$ cat src/rtl/lcd_char_feeder.sv
// lcd_char_feeder: buffers ASCII bytes from an upstream source in a small FIFO and
// feeds them to a 4-bit LCD controller. Each byte goes out as two nibbles, high
// nibble first. Every nibble is a one-cycle write pulse followed by an
// acknowledge wait.
//
// Ports:
//   clk           system clock, all logic on the rising edge
//   iReset_n      synchronous active-low reset
//   iChar         byte from upstream, accepted when iChar_valid & oChar_ready
//   iChar_valid   iChar is valid this cycle
//   oChar_ready   FIFO not full
//   iLCD_response controller ready/ack (high = idle, waiting for data)
//   oLCD_data     nibble to the controller
//   oLCD_writeEN  one-cycle write request
//   oBusy         a byte is in flight or the FIFO holds data
//   oError        sticky acknowledge-timeout flag
//   oCount        FIFO occupancy
module lcd_char_feeder #(
  parameter int unsigned FIFO_DEPTH  = 8,
  parameter int unsigned ACK_TIMEOUT = 16
) (
  input  logic                          clk,
  input  logic                          iReset_n,
  input  logic [7:0]                    iChar,
  input  logic                          iChar_valid,
  output logic                          oChar_ready,
  input  logic                          iLCD_response,
  output logic [3:0]                    oLCD_data,
  output logic                          oLCD_writeEN,
  output logic                          oBusy,
  output logic                          oError,
  output logic [$clog2(FIFO_DEPTH):0]   oCount
);

  localparam int unsigned PtrW       = $clog2(FIFO_DEPTH);
  localparam int unsigned TmoW       = $clog2(ACK_TIMEOUT + 1);
  localparam int unsigned TmoLastInt = ACK_TIMEOUT - 1;
  localparam logic [PtrW:0]   FullCount = FIFO_DEPTH[PtrW:0];
  localparam logic [TmoW-1:0] TmoLast   = TmoLastInt[TmoW-1:0];

  typedef enum logic [2:0] {
    StWaitInit,
    StIdle,
    StSendHi,
    StAckHi,
    StSendLo,
    StAckLo
  } state_e;

  logic [7:0]      mem_q [FIFO_DEPTH];
  logic [PtrW-1:0] wr_ptr_q, wr_ptr_d;
  logic [PtrW-1:0] rd_ptr_q, rd_ptr_d;
  logic [PtrW:0]   count_q, count_d;
  logic [7:0]      hold_q, hold_d;
  logic [TmoW-1:0] tmo_q, tmo_d;
  state_e          state_q, state_d;
  logic [3:0]      data_q, data_d;
  logic            we_q, we_d;
  logic            err_q, err_d;
  logic            busy_q, busy_d;
  logic            ready_q, ready_d;
  logic            push, pop;

  // Ready is a registered copy of "not full", so it never depends on a same-cycle pop.
  assign push = iChar_valid & ready_q;

  always_comb begin
    state_d = state_q;
    hold_d  = hold_q;
    tmo_d   = tmo_q;
    data_d  = data_q;
    we_d    = 1'b0;
    err_d   = err_q;
    pop     = 1'b0;

    unique case (state_q)
      StWaitInit: begin
        if (iLCD_response) state_d = StIdle;
      end
      StIdle: begin
        if (count_q != '0) begin
          pop     = 1'b1;
          hold_d  = mem_q[rd_ptr_q];
          state_d = StSendHi;
        end
      end
      StSendHi: begin
        if (iLCD_response) begin
          data_d  = hold_q[7:4];
          we_d    = 1'b1;
          tmo_d   = '0;
          state_d = StAckHi;
        end
      end
      StAckHi: begin
        if (!iLCD_response) begin
          state_d = StSendLo;
        end else if (tmo_q == TmoLast) begin
          // Controller never acknowledged: flag it and drop the byte.
          err_d   = 1'b1;
          state_d = StIdle;
        end else begin
          tmo_d = tmo_q + 1'b1;
        end
      end
      StSendLo: begin
        if (iLCD_response) begin
          data_d  = hold_q[3:0];
          we_d    = 1'b1;
          tmo_d   = '0;
          state_d = StAckLo;
        end
      end
      StAckLo: begin
        if (!iLCD_response) begin
          state_d = StIdle;
        end else if (tmo_q == TmoLast) begin
          err_d   = 1'b1;
          state_d = StIdle;
        end else begin
          tmo_d = tmo_q + 1'b1;
        end
      end
      default: state_d = StWaitInit;
    endcase

    // The data bus is parked at zero whenever no byte is in flight.
    if (state_d == StIdle || state_d == StWaitInit) data_d = '0;
  end

  always_comb begin
    wr_ptr_d = push ? wr_ptr_q + 1'b1 : wr_ptr_q;
    rd_ptr_d = pop  ? rd_ptr_q + 1'b1 : rd_ptr_q;
    unique case ({push, pop})
      2'b10:   count_d = count_q + 1'b1;
      2'b01:   count_d = count_q - 1'b1;
      default: count_d = count_q;
    endcase
    ready_d = (count_d != FullCount);
    busy_d  = (state_d != StIdle && state_d != StWaitInit) || (count_d != '0);
  end

  always_ff @(posedge clk) begin
    if (!iReset_n) begin
      state_q  <= StWaitInit;
      wr_ptr_q <= '0;
      rd_ptr_q <= '0;
      count_q  <= '0;
      hold_q   <= '0;
      tmo_q    <= '0;
      data_q   <= '0;
      we_q     <= 1'b0;
      err_q    <= 1'b0;
      busy_q   <= 1'b0;
      ready_q  <= 1'b0;
    end else begin
      state_q  <= state_d;
      wr_ptr_q <= wr_ptr_d;
      rd_ptr_q <= rd_ptr_d;
      count_q  <= count_d;
      hold_q   <= hold_d;
      tmo_q    <= tmo_d;
      data_q   <= data_d;
      we_q     <= we_d;
      err_q    <= err_d;
      busy_q   <= busy_d;
      ready_q  <= ready_d;
    end
  end

  // Storage needs no reset; the pointers and count define what is valid.
  always_ff @(posedge clk) begin
    if (push) mem_q[wr_ptr_q] <= iChar;
  end

  assign oChar_ready  = ready_q;
  assign oLCD_data    = data_q;
  assign oLCD_writeEN = we_q;
  assign oBusy        = busy_q;
  assign oError       = err_q;
  assign oCount       = count_q;

endmodule

$ cat config.mk
export PLATFORM = sky130hd
export DESIGN_NAME = lcd_char_feeder
export DESIGN_NICKNAME = d
export VERILOG_FILES = /design/src/rtl/lcd_char_feeder.sv
export SDC_FILE = /design/constraint.sdc
export NUM_CORES = 1
export LEC_CHECK = 0
export ABC_AREA = 1
export BUFFER_PORTS_ARGS = -buffer_cell sky130_fd_sc_hd__buf_4
export CAP_MARGIN = 20
export CORE_ASPECT_RATIO = 0.5
export CORE_MARGIN = 4
export CORE_UTILIZATION = 40
export CTS_CLUSTER_DIAMETER = 80
export DETAILED_ROUTE_END_ITERATION = 8
export PLACE_DENSITY_LB_ADDON = 0.1
export SLEW_MARGIN = 20
export SYNTH_ARGS = -nofsm -noshare
export SYNTH_HDL_FRONTEND = slang
export SYNTH_SLANG_ARGS = --single-unit
export TNS_END_PERCENT = 10
$ cat constraint.sdc
create_clock -name clk -period 2.5 [get_ports clk]
set_input_delay 0.375 -clock clk [delete_from_list [all_inputs] [get_ports clk]]
set_output_delay 0.375 -clock clk [all_outputs]
set_load 0.03 [all_outputs]
==> impl_metrics.csv, run 1 <==
group,metric,value,unit
routing,wl_per_cell,15.6,um
hold_path,hp-start,"iChar[0]",
floorplanning,dieArea,12000,um^2
power,p_leak,1.79,nW
power,pwr-share-comb,0.292,
critical_path,reg2reg_to,"oBusy$_SDFF_PN0_",
routing,drtPass1Iterations,4,
cells_and_area,final_area,4780,um^2
logic_synthesis,syn_area,4110,um^2
critical_path,reg2reg_from,"tmo_q[0]$_SDFFE_PN0P_",
logic_synthesis,yosys_warnings,0,
routing,route.detailed.drc,0,
clock_tree,post_cts_resized,0,
sta,final.setup.tns,0,ns
sta,fin_crit,1.90,ns
place,portBuffers,23,
clock_tree,clock_latency,0.34,ns
logic_synthesis,ys_ff_latch,98,
critical_path,critPathMaxStageDelay,0.34,ns
critical_path,worstPathRequired,2.78,ns
power,p_int,3.13,mW
place,detailed_place_hpwl,5830,um
clock_tree,cts-hold-fix-buffers,0,
clock_tree,clkTransAtPathRegs,0.07,ns
run_status,status,"complete, no violations",
power,switching_power,1.59,mW
cells_and_area,synthToLayoutAreaGrowth,16.5,%
floorplanning,dieHeight,79.6,um
clock_tree,cts_max_level,3,
floorplanning,core_region_area,9730,um^2
critical_path,path_class,"flop to flop",
logic_synthesis,synth_seq_area_share,0.634,
global_route,antenna_found_initial,0,
sta,rsz0062_at_grt,"no",
routing,drt_iter0_drc,205,
global_route,grt-ovfl-total,0,
routing,postRouteAntennaNets,0,
floorplanning,start_util,0.422,
cells_and_area,fillers,884,
sta,hold_viol_final,0,
cells_and_area,antenna_cells,0,
critical_path,reg2reg_depth,11,
critical_path,r2r_slack,0.60,ns
critical_path,crit_fanout,5,
routing,vias,2944,
global_route,grt_usage,0.161,
cells_and_area,nets,452,
clock_tree,cts-root-buf,"clkbuf_16",
hold_path,hold_class,"input pin to flop",
critical_path,cp-start-kind,"flop",
sta,fmax,525,MHz
routing,wl,8920,um
power,swShare,0.337,
sta,fin_skew,0.00711,ns
place,gp_congestion,0.770,
power,pwr-share-seq,0.427,
logic_synthesis,synth.avg_cell_area,10.3,um^2
floorplanning,rows,25,
routing,vias_per_cell,5.14,
run,maxCapViolations,0,
logic_synthesis,synthDistinctLibCells,33,
clock_tree,clock_sink_count,98,
sta,holdWs,0.270,ns
critical_path,worstPathArrival,2.18,ns
sta,setup_viol,0,
clock_tree,cts.path.max_buffers,2,
critical_path,cp_cell_sequence,"ha_1 > inv_1 > nor3_1 > ha_1 > nor2_1 > o21ai_0 > nand2_1 > inv_2 > a31oi_2 > nor2_1 > nand2_1",
global_route,grt_pass1_wl,14500,um
global_route,first_global_vias,2820,
clock_tree,postCtsSetupBuffers,0,
sta,worstMarginPinSlew,0.790,ns
clock_tree,cts_buffers,9,
hold_path,holdPathStages,1,
global_route,grt_max_degree,36,
floorplanning,io_pins,24,
floorplanning,die_w,151,um
hold_path,min_to,"mem_q[3][0]$_DFFE_PP_",
power,p_per_area,986,nW/um^2
sta,fin_crit_sh,0.762,
critical_path,worst_path_max_delay_cell,"dfxtp_1",
power,vdd_ir_drop_max,0.424,mV
logic_synthesis,syn-instance-count,400,
power,clockPowerShare,0.282,
clock_tree,tritoncts,"done",
critical_path,end_kind,"flop",
logic_synthesis,syn-num-nets,418,
sta,final_max_slew_viol_count,0,
sta,timing.slew.headroom,0.473,
place,placed_cell_area,4500,um^2
cells_and_area,drive_gt1_frac,0.171,
[synth_stat cells, drive strengths merged]
library cell / number / share of area
clkinv: 1 / 0.00091
inv: 38 / 0.035
o21ai: 49 / 0.060
a2bb2oi: 1 / 0.0021
or2: 1 / 0.0015
nand3: 14 / 0.022
edfxtp: 64 / 0.47
buf: 5 / 0.0061
a211oi: 2 / 0.0037
o211ai: 8 / 0.015
a31oi: 3 / 0.0061
ha: 6 / 0.018
dfxtp: 34 / 0.17
clkbuf: 10 / 0.0091
xor2: 2 / 0.0043
a21oi: 21 / 0.026
o22ai: 8 / 0.012
nand3b: 1 / 0.0018
nand4: 3 / 0.0046
xnor2: 1 / 0.0021
nor2: 61 / 0.058
o221ai: 8 / 0.017
o21bai: 1 / 0.0027
nor3: 2 / 0.0037
nand2: 56 / 0.055
[cells by family (layout without fill, tap and decap cells)]
group           count (synthesis)  count (layout)  share of synthesized area
flops                          98              98                      0.634
simple gates                  138             138                      0.147
xor+xnor                        3               3                    0.00640
compound gates                101             101                      0.144
fa+ha+maj                       6               6                     0.0183
buf+inv                        54              92                     0.0509
[sequential cells by signal, summed over array words and instances (netlist names)]
name	cells
mem_q	64
hold_q	8
tmo_q	5
oCount	4
oLCD_data	4
rd_ptr_q	3
state_q	3
wr_ptr_q	3
oBusy	1
oChar_ready	1
oError	1
oLCD_writeEN	1
[power by group through the flow]
stage	clock [mW]	combinational, mW	sequential (mW)
detailed placement	0	1.39	2.04
global route	1.43	1.56	2.03
CTS	1.36	1.39	2.01
finish	1.33	1.38	2.01
floorplan	0	0.885	2.11
global placement	0	1.36	2.04
[metal layers]
| metal | global-route usage | wire [um] | up-vias |
|---|---|---|---|
| li1 | - | - | 1465 |
| met1 | 0.206 | 4240 | 1416 |
| met2 | 0.256 | 4040 | 58 |
| met3 | 0.0590 | 571 | 5 |
| met4 | 0.0524 | 63 | 0 |
| met5 | 0 | 0 | - |
[cell usage in the layout, fill, tap and decap left out, types with 2 or more instances in the layout]
cell type | netlist | layout
buf_4 | 0 | 38
xor2_1 | 2 | 2
edfxtp_1 | 64 | 64
inv_1 | 30 | 30
nand2_2 | 6 | 6
o22ai_1 | 8 | 8
o221ai_1 | 8 | 8
clkinv_1 | 1 | 2
clkbuf_16 | 0 | 9
nand3_2 | 4 | 4
nand3_1 | 10 | 10
a21oi_1 | 21 | 21
o21ai_0 | 39 | 39
o21ai_1 | 10 | 10
nand4_1 | 3 | 3
o211ai_1 | 8 | 8
dfxtp_1 | 34 | 34
a31oi_1 | 2 | 2
nor2_1 | 59 | 59
nand2_1 | 50 | 50
ha_1 | 6 | 6
clkinv_4 | 0 | 2
a211oi_1 | 2 | 2
inv_2 | 8 | 8
[per-stage QoR]
step            util  power [mW]  setup slack, ns  cells
3_5_place_dp   0.462        3.43            0.520    558
5_1_grt        0.492        5.02            0.340    573
6_report       0.492        4.72            0.596    573
4_1_cts        0.492        4.76            0.575    573
2_1_floorplan      -        3.00            0.431    400
3_3_place_gp   0.462        3.40            0.590    558
[critical path: cells and delay by family (launching register included)]
kind            cells  cell delay [ns]
compound gates      2             0.43
fa+ha+maj           2             0.42
buf+inv             2             0.11
flops               1             0.34
simple gates        5             0.54
[worst max path at each step]
stage | startpoint | endpoint | slack (ns) | depth (start not counted)
floorplan | oCount[0]$_SDFF_PN0_ | oBusy$_SDFF_PN0_ | 0.43 | 12
global placement | iChar_valid | oBusy$_SDFF_PN0_ | 0.59 | 12
global route | state_q[0]$_SDFF_PN0_ | oBusy$_SDFF_PN0_ | 0.34 | 13
finish | tmo_q[0]$_SDFFE_PN0P_ | oBusy$_SDFF_PN0_ | 0.60 | 11
detailed placement | iChar_valid | oBusy$_SDFF_PN0_ | 0.52 | 12
CTS | tmo_q[0]$_SDFFE_PN0P_ | oBusy$_SDFF_PN0_ | 0.58 | 11
[area by class of cell]
class	count	area, um^2	share of cell area
repair buffers	38	285	0.0597
clock inverters	5	56.3	0.0118
flip-flops and latches	98	2600	0.544
inverters	39	146	0.0306
multi-input cells	248	1290	0.271
clock buffers	10	229	0.0479
well taps	135	169	0.0353
No activity file was read; power rests on OpenSTA's default activity.
==> inputs of run 2 (changes only) <==
==> constraint.sdc (replaced) <==
create_clock -name clk -period 2 [get_ports clk]
set_input_delay 0.3 -clock clk [delete_from_list [all_inputs] [get_ports clk]]
set_output_delay 0.3 -clock clk [all_outputs]
set_load 0.03 [all_outputs]
==> impl_metrics.csv, run 2 (same netlist as run 1, synthesis figures left out) <==
group,metric,value,unit
sta,final_max_slew_viol_count,0,
place,placed_cell_area,4520,um^2
place,gp_congestion,0.842,
global_route,grt_pass1_wl,14200,um
floorplanning,start_util,0.422,
critical_path,worstPathArrival,2.12,ns
critical_path,end_kind,"flop",
global_route,grt_max_degree,36,
clock_tree,clock_sink_count,98,
clock_tree,clock_latency,0.34,ns
cells_and_area,final_area,4820,um^2
critical_path,reg2reg_from,"oCount[0]$_SDFF_PN0_",
critical_path,cp-endpoint,"oBusy$_SDFF_PN0_",
clock_tree,clkTransAtPathRegs,0.07,ns
routing,route.detailed.drc,0,
critical_path,cp-start-kind,"flop",
sta,fin_skew,0.00769,ns
sta,fin_crit,1.90,ns
hold_path,hold_class,"input pin to flop",
cells_and_area,nets,454,
sta,fin_crit_sh,0.948,
cells_and_area,regMostFlops,"mem_q",
clock_tree,cts_buffers,9,
run_status,status,"complete, no violations",
clock_tree,cts_max_level,3,
global_route,grt_usage,0.156,
cells_and_area,drive_gt1_frac,0.200,
routing,vias_per_cell,5.17,
floorplanning,core_region_area,9730,um^2
run,maxCapViolations,0,
global_route,met3_usage,0.0499,
sta,setup_viol,0,
hold_path,hp-start,"iChar[3]",
routing,drt_iter0_drc,146,
global_route,grt-ovfl-total,0,
cells_and_area,layout.cells.most_common,"edfxtp_1",
clock_tree,cts.path.max_buffers,2,
routing,wl_per_cell,15.6,um
critical_path,worstPathRequired,2.23,ns
critical_path,crit_fanout,6,
critical_path,reg2reg_depth,15,
routing,vias,2976,
global_route,use_met1,0.205,
floorplanning,dieHeight,79.6,um
global_route,gr-max-usage-layer,"met2",
critical_path,r2r_slack,0.10,ns
routing,postRouteAntennaNets,0,
sta,fmax,528,MHz
cells_and_area,utilization,0.495,
sta,final.setup.tns,0,ns
floorplanning,die_w,151,um
critical_path,critPathLaunch,"oCount[0]$_SDFF_PN0_",
routing,drtPass1Iterations,6,
place,portBuffers,23,
cells_and_area,synthToLayoutAreaGrowth,17.3,%
global_route,first_global_vias,2779,
routing,wl,8970,um
floorplanning,io_pins,24,
cells_and_area,antenna_cells,0,
power,vdd_ir_drop_max,0.413,mV
critical_path,reg2reg_to,"oBusy$_SDFF_PN0_",
global_route,antenna_found_initial,0,
clock_tree,tritoncts,"done",
place,detailed_place_hpwl,5920,um
global_route,use_met2,0.252,
floorplanning,dieArea,12000,um^2
sta,rsz0062_at_grt,"no",
power,p_leak,1.81,nW
floorplanning,rows,25,
sta,worstMarginPinSlew,0.675,ns
cells_and_area,largest_reg_flops,64,
critical_path,path_class,"flop to flop",
cells_and_area,mostFrequentLayoutCells,"edfxtp_1 (64), nor2_1 (58), nand2_1 (50), buf_4 (40), o21ai_0 (38)",
sta,timing.slew.headroom,0.549,
sta,hold_viol_final,0,
cells_and_area,largestRegisters,"mem_q x64, hold_q x8, tmo_q x5",
clock_tree,cts-root-buf,"clkbuf_16",
power,p_per_area,1230,nW/um^2
==> run 2: cell count changes in the layout (fill, tap and decap cells not counted), sizes merged <==
cell,previous run,this run
buf,38,40
bufinv,1,0
clkbuf,10,9
clkinvlp,1,0
inv,38,42
==> run 2: power by group <==
group          internal, mW  switching [mW]
sequential             2.38           0.137
clock                 0.865           0.751
combinational         0.606            1.18
total                  3.85            2.07
==> run 2: timing repair <==
item                                    CTS  global route
hold buffers                              0             0
endpoints found under the setup margin    0             5
gates resized for setup                   0             6
setup buffers                             0             0
==> run 2: critical path: stages (launching register included) <==
cell	delay, ns
dfxtp_2	0.41
nor2_1	0.08
nand2_1	0.14
nand3_2	0.13
nand2_1	0.11
nand2_1	0.08
inv_1	0.06
ha_1	0.16
a21oi_2	0.04
nand3b_1	0.16
nand3_1	0.11
nand2_1	0.07
nand2_2	0.07
nand2_2	0.05
nor2_1	0.09
nand2_1	0.05
==> run 2: worst min-delay path by stage <==
stage	endpoint	slack, ns	cells after the start
after floorplan	mem_q[0][0]$_DFFE_PP_	0.40	0
after global placement	hold_q[5]$_SDFFE_PN0P_	0.46	2
after detailed placement	hold_q[1]$_SDFFE_PN0P_	0.46	2
after CTS	mem_q[3][0]$_DFFE_PP_	0.18	1
after global routing	mem_q[0][6]$_DFFE_PP_	0.18	1
final	mem_q[1][3]$_DFFE_PP_	0.19	1
==> run 2: area by class of cell <==
type	instances	area (um^2)
repair buffers	40	300
clock buffers	9	225
multi-input cells	248	1310
inverters	39	146
fillers	874	4910
well taps	135	169
clock inverters	7	58.8
flip-flops and latches	98	2610
==> run 2: metal layers <==
layer | routed length (um) | up-vias
li1 | - | 1466
met3 | 460 | 6
met2 | 4250 | 69
met1 | 4230 | 1435
met5 | 0 | -
met4 | 30 | 0
==> run 2: through the flow <==
stage | power (mW) | hold WS [ns] | worst slack, ns | instances
floorplan | 3.76 | 0.399 | 0.0754 | 400
global placement | 4.27 | 0.459 | 0.220 | 560
detailed placement | 4.31 | 0.462 | 0.124 | 560
CTS | 5.93 | 0.178 | 0.0862 | 576
global route | 6.29 | 0.178 | 0.00730 | 576
finish | 5.91 | 0.193 | 0.105 | 576
